`src/rtl/p2s_pkg.sv`:
```
// Shared types and defaults for the parallel-to-serial transmit slice.
package p2s_pkg;

    typedef enum logic {
        SYNC   = 1'b0,
        ACTIVE = 1'b1
    } p2s_state_t;

    localparam int              P2S_WIDTH      = 8;
    localparam logic [7:0]      P2S_IDLE_SYM   = 8'hBC;
    localparam int              P2S_SYNC_WORDS = 4;

    // Counter width able to hold 0..n-1, never narrower than one bit.
    function automatic int cnt_width(input int n);
        return (n <= 2) ? 1 : $clog2(n);
    endfunction

endpackage

```
`src/rtl/tx_fifo2.sv`:
```
// Two-entry first-word-fall-through buffer between the mux and the serialiser.
module tx_fifo2
    import p2s_pkg::*;
#(
    parameter int WIDTH = P2S_WIDTH
) (
    input  logic             clk,
    input  logic             reset,
    input  logic             push,
    input  logic             pop,
    input  logic [WIDTH-1:0] data_in,
    output logic [WIDTH-1:0] head,
    output logic [1:0]       count,
    output logic             full,
    output logic             empty
);

    logic [WIDTH-1:0] mem_reg [2];
    logic             wr_ptr_reg;
    logic             rd_ptr_reg;
    logic [1:0]       count_reg;
    logic             do_push;
    logic             do_pop;

    always_comb begin
        full    = (count_reg == 2'd2);
        empty   = (count_reg == 2'd0);
        do_push = push & ~full;
        do_pop  = pop & ~empty;
        head    = mem_reg[rd_ptr_reg];
        count   = count_reg;
    end

    // Storage is not reset; only the pointers and occupancy decide what is valid.
    for (genvar gi = 0; gi < 2; gi++) begin : g_entry
        always_ff @(posedge clk) begin
            if (do_push && (wr_ptr_reg == 1'(gi))) begin
                mem_reg[gi] <= data_in;
            end
        end
    end

    always_ff @(posedge clk) begin
        if (reset) begin
            wr_ptr_reg <= 1'b0;
            rd_ptr_reg <= 1'b0;
            count_reg  <= 2'd0;
        end else begin
            if (do_push) begin
                wr_ptr_reg <= ~wr_ptr_reg;
            end
            if (do_pop) begin
                rd_ptr_reg <= ~rd_ptr_reg;
            end
            count_reg <= count_reg + {1'b0, do_push} - {1'b0, do_pop};
        end
    end

endmodule

```
`src/rtl/par_to_serial_tx.sv`:
```
// Serialises buffered mux words MSB first, filling idle frames with the comma
// symbol and forcing a comma burst after every reset for receiver alignment.
module par_to_serial_tx
    import p2s_pkg::*;
#(
    parameter int               WIDTH      = P2S_WIDTH,
    parameter logic [WIDTH-1:0] IDLE_SYM   = WIDTH'(P2S_IDLE_SYM),
    parameter int               SYNC_WORDS = P2S_SYNC_WORDS
) (
    input  logic             clk,
    input  logic             reset,
    input  logic [WIDTH-1:0] data_in,
    input  logic             valid_in,
    output logic             ready_out,
    output logic             data_out,
    output logic             word_start,
    output logic             sync_done
);

    localparam int BCW = cnt_width(WIDTH);
    localparam int SCW = cnt_width(SYNC_WORDS + 1);

    logic [BCW-1:0]   bit_cnt_reg;
    logic [SCW-1:0]   sync_cnt_reg;
    p2s_state_t       state_reg;
    logic [WIDTH-1:0] shreg_reg;
    logic             data_out_reg;
    logic             word_start_reg;
    logic             sync_done_reg;
    logic             ready_reg;

    logic             load;
    logic             sync_exit;
    logic             send_data;
    logic             push;
    logic             pop;
    logic [WIDTH-1:0] next_word;
    logic [1:0]       count_next;

    logic [WIDTH-1:0] fifo_head;
    logic [1:0]       fifo_count;
    logic             fifo_full;
    logic             fifo_empty;

    tx_fifo2 #(
        .WIDTH (WIDTH)
    ) u_fifo (
        .clk     (clk),
        .reset   (reset),
        .push    (push),
        .pop     (pop),
        .data_in (data_in),
        .head    (fifo_head),
        .count   (fifo_count),
        .full    (fifo_full),
        .empty   (fifo_empty)
    );

    // The exit load already behaves as ACTIVE: it may carry buffered data.
    always_comb begin
        load       = (bit_cnt_reg == '0);
        sync_exit  = (state_reg == SYNC) && (sync_cnt_reg == SCW'(SYNC_WORDS));
        send_data  = (state_reg == ACTIVE) || sync_exit;
        push       = valid_in & ready_reg & ~fifo_full;
        pop        = load & send_data & ~fifo_empty;
        next_word  = pop ? fifo_head : IDLE_SYM;
        count_next = fifo_count + {1'b0, push} - {1'b0, pop};
    end

    always_ff @(posedge clk) begin
        if (reset) begin
            bit_cnt_reg    <= '0;
            sync_cnt_reg   <= '0;
            state_reg      <= SYNC;
            shreg_reg      <= '0;
            data_out_reg   <= 1'b0;
            word_start_reg <= 1'b0;
            sync_done_reg  <= 1'b0;
            ready_reg      <= 1'b0;
        end else begin
            bit_cnt_reg <= (bit_cnt_reg == BCW'(WIDTH - 1)) ? '0 : bit_cnt_reg + 1'b1;
            ready_reg   <= (count_next < 2'd2);
            if (load) begin
                data_out_reg   <= next_word[WIDTH-1];
                shreg_reg      <= next_word << 1;
                word_start_reg <= 1'b1;
                if (sync_exit) begin
                    state_reg     <= ACTIVE;
                    sync_done_reg <= 1'b1;
                end else if (state_reg == SYNC) begin
                    sync_cnt_reg <= sync_cnt_reg + 1'b1;
                end
            end else begin
                data_out_reg   <= shreg_reg[WIDTH-1];
                shreg_reg      <= shreg_reg << 1;
                word_start_reg <= 1'b0;
            end
        end
    end

    assign data_out   = data_out_reg;
    assign word_start = word_start_reg;
    assign sync_done  = sync_done_reg;
    assign ready_out  = ready_reg;

endmodule

```
`config.mk`:
```
export PLATFORM = sky130hd
export DESIGN_NAME = par_to_serial_tx
export DESIGN_NICKNAME = d
export VERILOG_FILES = /design/src/rtl/p2s_pkg.sv /design/src/rtl/tx_fifo2.sv /design/src/rtl/par_to_serial_tx.sv
export SDC_FILE = /design/constraint.sdc
export NUM_CORES = 1
export LEC_CHECK = 0
export CAP_MARGIN = 20
export CORE_UTILIZATION = 49
export CTS_BUF_LIST = sky130_fd_sc_hd__clkbuf_16
export DETAILED_ROUTE_END_ITERATION = 12
export PLACE_DENSITY_LB_ADDON = 0.3
export SLEW_MARGIN = 20
export SYNTH_ARGS = -nofsm -noshare
export SYNTH_HDL_FRONTEND = slang
export SYNTH_SLANG_ARGS = --single-unit
```
`constraint.sdc`:
```
create_clock -name clk -period 2.3 [get_ports clk]
set_clock_uncertainty 0.2 [all_clocks]
set_input_delay 0.46 -clock clk [delete_from_list [all_inputs] [get_ports clk]]
set_output_delay 0.46 -clock clk [all_outputs]
set_load 0.01 [all_outputs]
```
==> run_results.csv, run 1 <==
group,metric,value,unit
placed_design,place_inst,170,
layout,share_of_layout_cells_above_drive_strength_1,18.12,%
logic_synthesis,yosysWarningCount,0,
run,timing.max_cap.violations,0,
logic_synthesis,synth_sequential_area_ratio,60.13,%
floorplan,num_io_pins,15,
logic_synthesis,yosysUniqueCellTypes,33,
logic_synthesis,synthFlopType,"sky130_fd_sc_hd__dfxtp_1",
timing,fin_crit_sh,94.50,%
timing,hold_viol_final,0,
layout,areaGrowthSynthToFinish,23.94,%
cts,tritoncts_num_sinks,38,
timing,clock.fmax,460.1,MHz
logic_synthesis,synth-seq-cells,38,
global_routing,grt_antenna_before_repair,0,
global_routing,gr-usage-all-layers,17.35,%
layout,ant_diodes,0,
cts,clkSlewWorstSetupHoldPaths,50,ps
placed_design,dpl-instance-area,1712,µm²
layout,leading_cell_types_in_the_layout_fill_and_taps_excluded,"sky130_fd_sc_hd__dfxtp_1 (19), sky130_fd_sc_hd__edfxtp_1 (16), sky130_fd_sc_hd__clkdlybuf4s50_1 (14)",
detailed_routing,first_pass_iters,3,
timing,report.final.setup_viol,0,
setup_path,critPathMaxFanout,4,
timing,min_period,2173,ps
floorplan,std_cell_core_area,2853,µm²
floorplan,dieWidth,57.91,µm
layout,largest_reg_flops,16,
setup_path,ws_path_type,"reg2reg",
power,p_per_area,877.1,nW/µm²
setup_path,crit_path_end_kind,"register",
cts,cts_root_cell,"sky130_fd_sc_hd__clkbuf_16",
power,static-leakage-power,0.7484,nW
detailed_routing,wire_per_inst,13.77,µm
detailed_routing,num_vias,975,
cts,worst_skew_pair.late_latency,270,ps
global_routing,grt-ovfl-total,0,
timing,fin_setup_tns,0,ps
global_routing,grt_start_max_net_pins,13,
timing,maxSlewViolCount,0,
detailed_routing,via_per_inst,5.417,
timing,slew_headroom,72.45,%
placed_design,dpl.hpwl,1722,µm
placed_design,post-place-ws,27.56,ps
layout,final_common_cell,"sky130_fd_sc_hd__dfxtp_1",
logic_synthesis,syn-instance-count,126,
detailed_routing,detail_route.drc_violations,0,
logic_synthesis,number_of_enable_flip_flop_cells_after_synthesis,16,
layout,nNetsFinal,167,
setup_path,critPathLaunchType,"register",
detailed_routing,postRouteAntennaNets,0,
setup_path,arrival,2180,ps
timing,grt_setup_unrepaired,"no",
floorplan,floorplan.initialDensity,53.68,%
power,max-vdd-ir-drop,0.0006082,V
detailed_routing,drt_first_iter_violations,25,
status,outcome,"finished, final reports clean",
logic_synthesis,synthesis.nets,145,
global_routing,first_pass_grt_wire_length,4236,µm
floorplan,design.die.area,3353,µm²
logic_synthesis,syn-cell-area,1531,µm²
placed_design,placement.io_buffers,14,
cts,tritoncts,"built",
cts,max-clock-path-buffers,2,
power,totalPowerFinal,0.001665,W
timing,final_worst_path_setup_slack,126.5,ps
cts,numCtsBuffers,5,
worst_hold_path,hp-class,"reg2reg",
logic_synthesis,synth_area_per_cell,12.15,µm²
detailed_routing,wl,2478,µm
setup_path,rrSetupSlack,130,ps
layout,fillerInstances,225,
layout,finalNonFillerCells,180,
timing,worst_slew_pin_slew,412.7,ps
cts,htree_levels,2,
layout,final_design_area_no_fill,1898,µm²
floorplan,die_height,57.91,µm
placed_design,gpl.final_weighted_congestion,0.7133,
floorplan,floorplan.rows,19,
logic_synthesis,synth_async_sr_flop_share,0,%
global_routing,first_global_vias,957,
setup_path,worst_ep_required_time,2310,ps
[cell families after synthesis]
kind of cell	count (synthesis)	synth area share, %
XOR/XNOR	2	1.144
flip-flops	38	60.13
AO/OA/AOI/OAI	18	7.108
multiplexers	11	8.088
buffers and inverters	12	3.595
adder cells (fa/ha/maj)	8	6.536
AND/OR/NAND/NOR	37	13.40
[cells in the mapped netlist, types with 3 or more instances]
| library cell | instances | area, µm² |
|---|---|---|
| sky130_fd_sc_hd__nor2b_1 | 5 | 31.28 |
| sky130_fd_sc_hd__a211oi_1 | 5 | 37.54 |
| sky130_fd_sc_hd__a21oi_1 | 7 | 35.03 |
| sky130_fd_sc_hd__nor2_1 | 11 | 41.29 |
| sky130_fd_sc_hd__mux2i_1 | 6 | 60.06 |
| sky130_fd_sc_hd__o21ai_0 | 3 | 15.01 |
| sky130_fd_sc_hd__edfxtp_1 | 16 | 480.5 |
| sky130_fd_sc_hd__nand2_1 | 3 | 11.26 |
| sky130_fd_sc_hd__mux2_2 | 3 | 33.78 |
| sky130_fd_sc_hd__inv_1 | 7 | 26.28 |
| sky130_fd_sc_hd__nand3_1 | 3 | 15.01 |
| sky130_fd_sc_hd__nor3b_1 | 3 | 22.52 |
| sky130_fd_sc_hd__ha_1 | 8 | 100.1 |
| sky130_fd_sc_hd__dfxtp_1 | 22 | 440.4 |
[power by group]
part	switching, W	total, W	leakage [nW]	internal, W
combinational	0.0000777	0.000154	0.335	0.0000761
sequential	0.0000190	0.000767	0.328	0.000748
clock	0.000240	0.000744	0.0853	0.000504
total	0.000337	0.00166	0.748	0.00133
[final cells by class]
cell class	instances	area [µm²]	share of cell area (%)
flip-flops and latches	38	924.6	48.71
multi-input cells	76	560.5	29.53
repair buffers	20	185.2	9.756
clock buffers	5	125.1	6.592
well taps	31	38.79	2.044
clock inverters	3	37.54	1.978
inverters	7	26.28	1.384
[per-layer routing]
| metal | GRT usage, % | routed length, µm | up-vias |
|---|---|---|---|
| li1 | - | - | 487 |
| met1 | 19.44 | 1043 | 465 |
| met2 | 30.05 | 1323 | 17 |
| met3 | 4.688 | 65 | 6 |
| met4 | 9.184 | 46 | 0 |
| met5 | 0 | 0 | - |
[worst max-delay path, stage by stage, from the launching register on]
cell,delay (ps)
sky130_fd_sc_hd__dfxtp_2,330
sky130_fd_sc_hd__inv_1,60
sky130_fd_sc_hd__ha_2,190
sky130_fd_sc_hd__a21o_1,190
sky130_fd_sc_hd__and3_2,180
sky130_fd_sc_hd__ha_1,280
sky130_fd_sc_hd__or4_1,520
sky130_fd_sc_hd__a21oi_1,140
[metrics by stage]
stage | hold WS (ps) | utilization, %
3_3_place_gp | 226.3 | 60.00
4_1_cts | 236.6 | 65.70
2_1_floorplan | 217.4 | -
3_5_place_dp | 230.6 | 60.00
5_1_grt | 248.2 | 66.54
6_report | 224.3 | 66.54
[worst paths after layout]
path,startpoint,to,cells after the start
worst max-delay path,sync_cnt_reg[0]$_SDFFE_PP0P_,ready_out$_SDFF_PP0_,7
worst min-delay path,bit_cnt_reg[0]$_SDFF_PP0_,bit_cnt_reg[0]$_SDFF_PP0_,1
worst max register to register,sync_cnt_reg[0]$_SDFFE_PP0P_,ready_out$_SDFF_PP0_,7
worst min register to register,bit_cnt_reg[0]$_SDFF_PP0_,bit_cnt_reg[0]$_SDFF_PP0_,1
[repair_timing]
| item | CTS | global route |
|---|---|---|
| buffers inserted | 0 | 2 |
| endpoints found under the setup margin | 0 | 2 |
| hold buffers | 0 | 0 |
| resized for setup | 0 | 5 |
Power figures use the tool's default switching activity.
==> run 2: changes to the inputs <==
--- a/config.mk
+++ b/config.mk
@@ -11,3 +11,3 @@
 export DETAILED_ROUTE_END_ITERATION = 12
-export PLACE_DENSITY_LB_ADDON = 0.3
+export PLACE_DENSITY_LB_ADDON = 0.1
 export SLEW_MARGIN = 20
==> constraint.sdc (replaced) <==
create_clock -name clk -period 2.3 [get_ports clk]
set_clock_uncertainty 0.2 [all_clocks]
set_input_delay 0.575 -clock clk [delete_from_list [all_inputs] [get_ports clk]]
set_output_delay 0.575 -clock clk [all_outputs]
set_load 0.01 [all_outputs]
==> run 2 against run 1 <==
The flow now finishes with violations (design-rule violations); sequential share of layout area shrank 0.068 points; wire length decreased by 6.9%; die area did not move; flip-flop and latch count is the same; register-to-register slack about the same; worst setup slack got worse by 15 ps; critical path depth unchanged; sequential power hardly changed; combinational power is essentially flat; clock-buffer cell count stayed put; worst hold slack better by 15 ps; critical endpoint unchanged; highest routed layer unchanged.
==> run_results.csv, run 2 (synthesized netlist as in run 1, its figures left out) <==
group,metric,value,unit
setup_path,worst_ep_required_time,2310,ps
cts,clkSlewWorstSetupHoldPaths,50,ps
run,timing.max_cap.violations,0,
worst_hold_path,hp-class,"reg2reg",
power,static-leakage-power,0.7432,nW
setup_path,worst_setup_path_endpoint,"ready_out$_SDFF_PP0_",
detailed_routing,first_pass_iters,8,
timing,grt_setup_unrepaired,"no",
setup_path,critical-path-top-cell-by-count,"sky130_fd_sc_hd__ha_1",
floorplan,num_io_pins,15,
setup_path,timing.critical_path.depth,7,
setup_path,rrSetupSlack,110,ps
detailed_routing,via_per_inst,5.343,
global_routing,grt_antenna_before_repair,0,
detailed_routing,wire_per_inst,12.75,µm
timing,slew_headroom,72.69,%
layout,fillerInstances,218,
worst_hold_path,worstHoldPathCells,2,
layout,areaGrowthSynthToFinish,23.77,%
setup_path,rr_startpoint,"bit_cnt_reg[0]$_SDFF_PP0_",
floorplan,floorplan.initialDensity,53.68,%
layout,final_design_area_no_fill,1896,µm²
setup_path,timing.critical_path.from,"bit_cnt_reg[0]$_SDFF_PP0_",
layout,footprint_of_the_multi_input_gates,565.5,µm²
global_routing,first_global_vias,956,
cts,numCtsBuffers,5,
cts,worst_skew_pair.late_latency,280,ps
detailed_routing,num_vias,967,
cts,max-clock-path-buffers,2,
setup_path,critPathMaxFanout,4,
timing,hold_viol_final,0,
cts,cts_root_cell,"sky130_fd_sc_hd__clkbuf_16",
cts,post-cts-setup-buffers,0,
layout,final-seq-area,922.1,µm²
layout,leading_cell_types_in_the_layout_fill_and_taps_excluded,"sky130_fd_sc_hd__dfxtp_1 (21), sky130_fd_sc_hd__edfxtp_1 (16), sky130_fd_sc_hd__clkdlybuf4s50_1 (14)",
power,p_per_area,820.1,nW/µm²
setup_path,ws_path_type,"reg2reg",
cts,tritoncts,"built",
placed_design,dpl.hpwl,1645,µm
global_routing,gr-usage-all-layers,16.57,%
layout,final_common_cell,"sky130_fd_sc_hd__dfxtp_1",
detailed_routing,postRouteAntennaNets,0,
timing,clock.fmax,457.0,MHz
cts,htree_levels,2,
status,outcome,"complete, but fails checks",
timing,fin_crit_sh,95.15,%
detailed_routing,wl,2307,µm
setup_path,critical-path-top-delay-family,"simple AND/OR/NAND/NOR gates",
setup_path,ff2ff_path_depth,7,
setup_path,arrival,2200,ps
placed_design,dpl-instance-area,1747,µm²
setup_path,critPathLaunchType,"register",
power,totalPowerFinal,0.001555,W
floorplan,design.die.area,3353,µm²
layout,ant_diodes,0,
setup_path,critical_path.reg2reg.endpoint,"ready_out$_SDFF_PP0_",
placed_design,placement.io_buffers,14,
placed_design,gpl.final_weighted_congestion,0.7459,
floorplan,std_cell_core_area,2853,µm²
layout,share_of_layout_cells_above_drive_strength_1,17.33,%
status,failed_checks,"design-rule violations",
global_routing,grt_start_max_net_pins,12,
floorplan,floorplan.rows,19,
setup_path,critPathBufInv,1,
layout,nNetsFinal,168,
detailed_routing,drt_first_iter_violations,24,
setup_path,crit_path_end_kind,"register",
power,max-vdd-ir-drop,0.0006588,V
detailed_routing,detail_route.drc_violations,1,
global_routing,grt-ovfl-total,0,
setup_path,crit_slowest_cell,"sky130_fd_sc_hd__or4_1",
setup_path,critical-path-max-stage-delay,520,ps
timing,worst_slew_pin_slew,409.1,ps
cts,tritoncts_num_sinks,38,
layout,largest_reg_flops,16,
floorplan,dieWidth,57.91,µm
global_routing,first_pass_grt_wire_length,4043,µm
timing,min_period,2188,ps
timing,report.final.setup_viol,0,
setup_path,cp_cell_instances,"inv_1 -> ha_1 -> nor2b_2 -> and3_2 -> ha_1 -> or4_1 -> a21oi_1",
floorplan,die_height,57.91,µm
timing,maxSlewViolCount,0,
## run 2: cell count changes in the layout (fill, tap and decap cells not counted)
cell | before | now
sky130_fd_sc_hd__clkinv_1 | 0 | 1
sky130_fd_sc_hd__bufinv_16 | 1 | 0
sky130_fd_sc_hd__clkinv_2 | 0 | 1
sky130_fd_sc_hd__nor3_1 | 2 | 1
sky130_fd_sc_hd__dfxtp_2 | 3 | 1
sky130_fd_sc_hd__buf_12 | 0 | 1
sky130_fd_sc_hd__nor3_2 | 0 | 1
sky130_fd_sc_hd__inv_2 | 1 | 0
sky130_fd_sc_hd__dfxtp_1 | 19 | 21
## run 2: through the flow
stage | worst slack, ps | hold slack (ps) | TNS, ps | utilization (%) | std cells
after global routing | 3.927 | 250.8 | 0 | 66.45 | 181
after floorplan | 60.26 | 217.4 | 0 | - | 126
after CTS | 51.96 | 243.7 | 0 | 66.05 | 181
final | 111.6 | 239.1 | 0 | 66.45 | 181
after global placement | 8.258 | 223.1 | 0 | 61.23 | 173
after detailed placement | -10.54 | 234.6 | -82.89 | 61.23 | 173
## run 2: worst min-delay path by stage
stage                                 start                 endpoint
floorplan           shreg_reg[1]$_SDFF_PP0_  shreg_reg[2]$_SDFF_PP0_
global placement    shreg_reg[1]$_SDFF_PP0_  shreg_reg[2]$_SDFF_PP0_
detailed placement  shreg_reg[1]$_SDFF_PP0_  shreg_reg[2]$_SDFF_PP0_
CTS                 shreg_reg[1]$_SDFF_PP0_  shreg_reg[2]$_SDFF_PP0_
global route        shreg_reg[1]$_SDFF_PP0_  shreg_reg[2]$_SDFF_PP0_
finish              shreg_reg[1]$_SDFF_PP0_  shreg_reg[2]$_SDFF_PP0_
## run 2: worst register-to-register path, delay by kind of cell (launching register included)
kind	cells	cell delay, ps
buffers and inverters	1	50
flip-flops	1	350
AND/OR/NAND/NOR	3	900
adder cells (fa/ha/maj)	2	480
AO/OA/AOI/OAI	1	140
## run 2: layout make-up
type / count / area share, %
clock buffer: 5 / 6.601
clock inverter: 3 / 0.6601
inverter: 7 / 1.386
multi-input combinational: 76 / 29.83
sequential: 38 / 48.65
tap: 31 / 2.046
timing repair buffer: 21 / 10.83
## run 2: where the power goes
part	switching (W)	internal (W)	leakage (nW)
registers	0.0000182	0.000747	0.328
clock network	0.000243	0.000391	0.0724
logic	0.0000751	0.0000795	0.343
## run 2: routing by layer
metal  vias up  wire length, µm  track usage (%)
met5         -                0                0
met4         0               61            11.56
met3         7               95            5.804
met2        21             1108            26.27
met1       449             1041            18.66
li1        490                -                -
## run 2: what timing repair did
item                                    CTS  global route
hold buffers                              0             0
resized for setup                         0             4
hold endpoints to repair                  0             0
endpoints found under the setup margin    0             2
==> run 3: changes to the inputs <==
--- a/config.mk
+++ b/config.mk
@@ -8,3 +8,3 @@
 export CAP_MARGIN = 20
-export CORE_UTILIZATION = 49
+export CORE_UTILIZATION = 55
 export CTS_BUF_LIST = sky130_fd_sc_hd__clkbuf_16
==> constraint.sdc (replaced) <==
create_clock -name clk -period 2.4 [get_ports clk]
set_clock_uncertainty 0.2 [all_clocks]
set_input_delay 0.6 -clock clk [delete_from_list [all_inputs] [get_ports clk]]
set_output_delay 0.6 -clock clk [all_outputs]
set_load 0.1 [all_outputs]
==> run 3 against run 2 <==
The run now ends clean; critical path depth stayed put; clock-buffer cell count stayed put; maximum frequency is 4.4% lower; core utilization is 5.9 points higher; critical path type unchanged; flip-flop and latch count stayed put; clock power is 5.2% lower.
==> run_results.csv, run 3 (synthesized netlist as in run 1, its figures left out) <==
group,metric,value,unit
status,outcome,"finished, final reports clean",
detailed_routing,postRouteAntennaNets,0,
floorplan,dieWidth,54.77,µm
setup_path,critical-path-top-cell-by-count,"sky130_fd_sc_hd__ha_1",
setup_path,critical-path-top-delay-family,"simple AND/OR/NAND/NOR gates",
setup_path,ws_path_type,"reg2reg",
global_routing,grt_antenna_before_repair,0,
floorplan,floorplan.initialDensity,60.18,%
power,share_comb_of_total_power,11.8,%
layout,leading_cell_types_in_the_layout_fill_and_taps_excluded,"sky130_fd_sc_hd__dfxtp_1 (20), sky130_fd_sc_hd__edfxtp_1 (16), sky130_fd_sc_hd__nor2_1 (11)",
setup_path,critPathBufInv,1,
cts,htree_levels,2,
placed_design,post-place-ws,54.50,ps
timing,report.final.setup_viol,0,
cts,worst_skew_pair.late_latency,270,ps
timing,slew_headroom,70.93,%
layout,ant_diodes,0,
timing,final_worst_path_setup_slack,111.5,ps
floorplan,floorplan.rows,18,
timing,fin_crit_sh,95.35,%
power,max-vdd-ir-drop,0.0006933,V
detailed_routing,first_pass_iters,4,
detailed_routing,via_per_inst,5.480,
power,share_seq_of_total_power,48.5,%
placed_design,dpl.hpwl,1780,µm
setup_path,worst_ep_required_time,2400,ps
layout,post-route-util,72.37,%
global_routing,first_pass_grt_wire_length,3788,µm
placed_design,placement.io_buffers,14,
placed_design,gpl.final_weighted_congestion,0.7362,
timing,hold_viol_final,0,
power,intPower,0.001160,W
timing,clock.fmax,437.0,MHz
detailed_routing,drt_first_iter_violations,21,
detailed_routing,wl,2444,µm
layout,share_of_layout_cells_above_drive_strength_1,17.69,%
setup_path,critPathMaxFanout,6,
global_routing,first_global_vias,879,
cts,post-cts-setup-buffers,0,
timing,maxSlewViolCount,0,
floorplan,num_io_pins,15,
setup_path,critical-path-max-stage-delay,530,ps
timing,grt_setup_unrepaired,"no",
setup_path,crit_slowest_cell,"sky130_fd_sc_hd__or4_1",
detailed_routing,num_vias,970,
power,switching_share,23.44,%
cts,clkSlewWorstSetupHoldPaths,50,ps
layout,fillerInstances,187,
global_routing,gr-usage-all-layers,18.36,%
worst_hold_path,hp-class,"reg2reg",
cts,max-clock-path-buffers,2,
run,timing.max_cap.violations,0,
setup_path,rrSetupSlack,110,ps
detailed_routing,detail_route.drc_violations,0,
layout,final_common_cell,"sky130_fd_sc_hd__dfxtp_1",
setup_path,critPathLaunchType,"register",
layout,areaGrowthSynthToFinish,20.26,%
global_routing,grt_start_max_net_pins,13,
timing,timing.hold.ws,243.7,ps
setup_path,arrival,2290,ps
layout,nNetsFinal,165,
timing,worst_slew_pin_slew,435.4,ps
cts,cts_root_cell,"sky130_fd_sc_hd__clkbuf_16",
floorplan,design.die.area,3000,µm²
setup_path,cp_cell_instances,"inv_1 -> ha_1 -> a21o_1 -> and3_2 -> ha_1 -> or4_1 -> a21oi_1",
timing,min_period,2289,ps
power,clock_power_share,39.7,%
cts,tritoncts_num_sinks,38,
floorplan,std_cell_core_area,2545,µm²
power,p_per_area,822.6,nW/µm²
detailed_routing,wire_per_inst,13.81,µm
cts,tritoncts,"built",
global_routing,grt-ovfl-total,0,
timing,fin_setup_tns,0,ps
setup_path,crit_path_end_kind,"register",
power,power.switching,0.0003551,W
floorplan,die_height,54.77,µm
power,static-leakage-power,0.7327,nW
layout,largest_reg_flops,16,
cts,numCtsBuffers,5,
## run 3: changes by cell type in the layout (fill, tap and decap cells not counted), sizes merged
cell           change
buf                +1
clkdlybuf4s50      -4
## run 3: routing by layer
metal	vias to the layer above	track usage (%)	wire length, µm
li1	483	-	-
met2	15	32.13	1262
met5	-	0	0
met3	2	5.833	74
met1	470	21.77	1091
met4	0	3.846	15
## run 3: repair_timing
action / 4_1_cts / 5_1_grt
resized for setup: 0 / 1
setup endpoints to repair: 0 / 2
hold endpoints to repair: 0 / 0
hold buffers: 0 / 0
## run 3: area by class of cell
class	instances	area [µm²]	area share [%]
multi-input cells	76	555.5	30.16
flip-flops and latches	38	923.4	50.14
repair buffers	18	160.2	8.696
clock buffers	5	125.1	6.793
well taps	30	37.54	2.038
inverters	7	26.28	1.427
clock inverters	3	13.76	0.7473
## run 3: path summary, 6_finish.rpt
kind,startpoint,to,cells after the start
setup / recovery,sync_cnt_reg[0]$_SDFFE_PP0P_,ready_out$_SDFF_PP0_,7
hold reg to reg,shreg_reg[1]$_SDFF_PP0_,shreg_reg[2]$_SDFF_PP0_,2
setup reg to reg,sync_cnt_reg[0]$_SDFFE_PP0P_,ready_out$_SDFF_PP0_,7
hold / removal,shreg_reg[1]$_SDFF_PP0_,shreg_reg[2]$_SDFF_PP0_,2
## run 3: tightest hold or removal path, cell delays in order (launching register included)
cell                      delay, ps
sky130_fd_sc_hd__dfxtp_1        300
sky130_fd_sc_hd__nand2_1         50
sky130_fd_sc_hd__a21oi_1         50
## run 3: per-stage QoR
step	instances	total power, W	area [µm²]
floorplan	126	0.0008685	1533
global placement	169	0.0009156	1702
detailed placement	169	0.0009252	1702
CTS	177	0.001528	1841
global route	177	0.001576	1842
finish	177	0.001515	1842
## run 3: power by group through the flow
stage	logic, W	clock network [W]	registers, W
floorplan	0.0000859	0	0.000783
global placement	0.000171	0	0.000744
detailed placement	0.000179	0	0.000747
CTS	0.000180	0.000615	0.000733
global route	0.000199	0.000638	0.000738
finish	0.000179	0.000601	0.000735
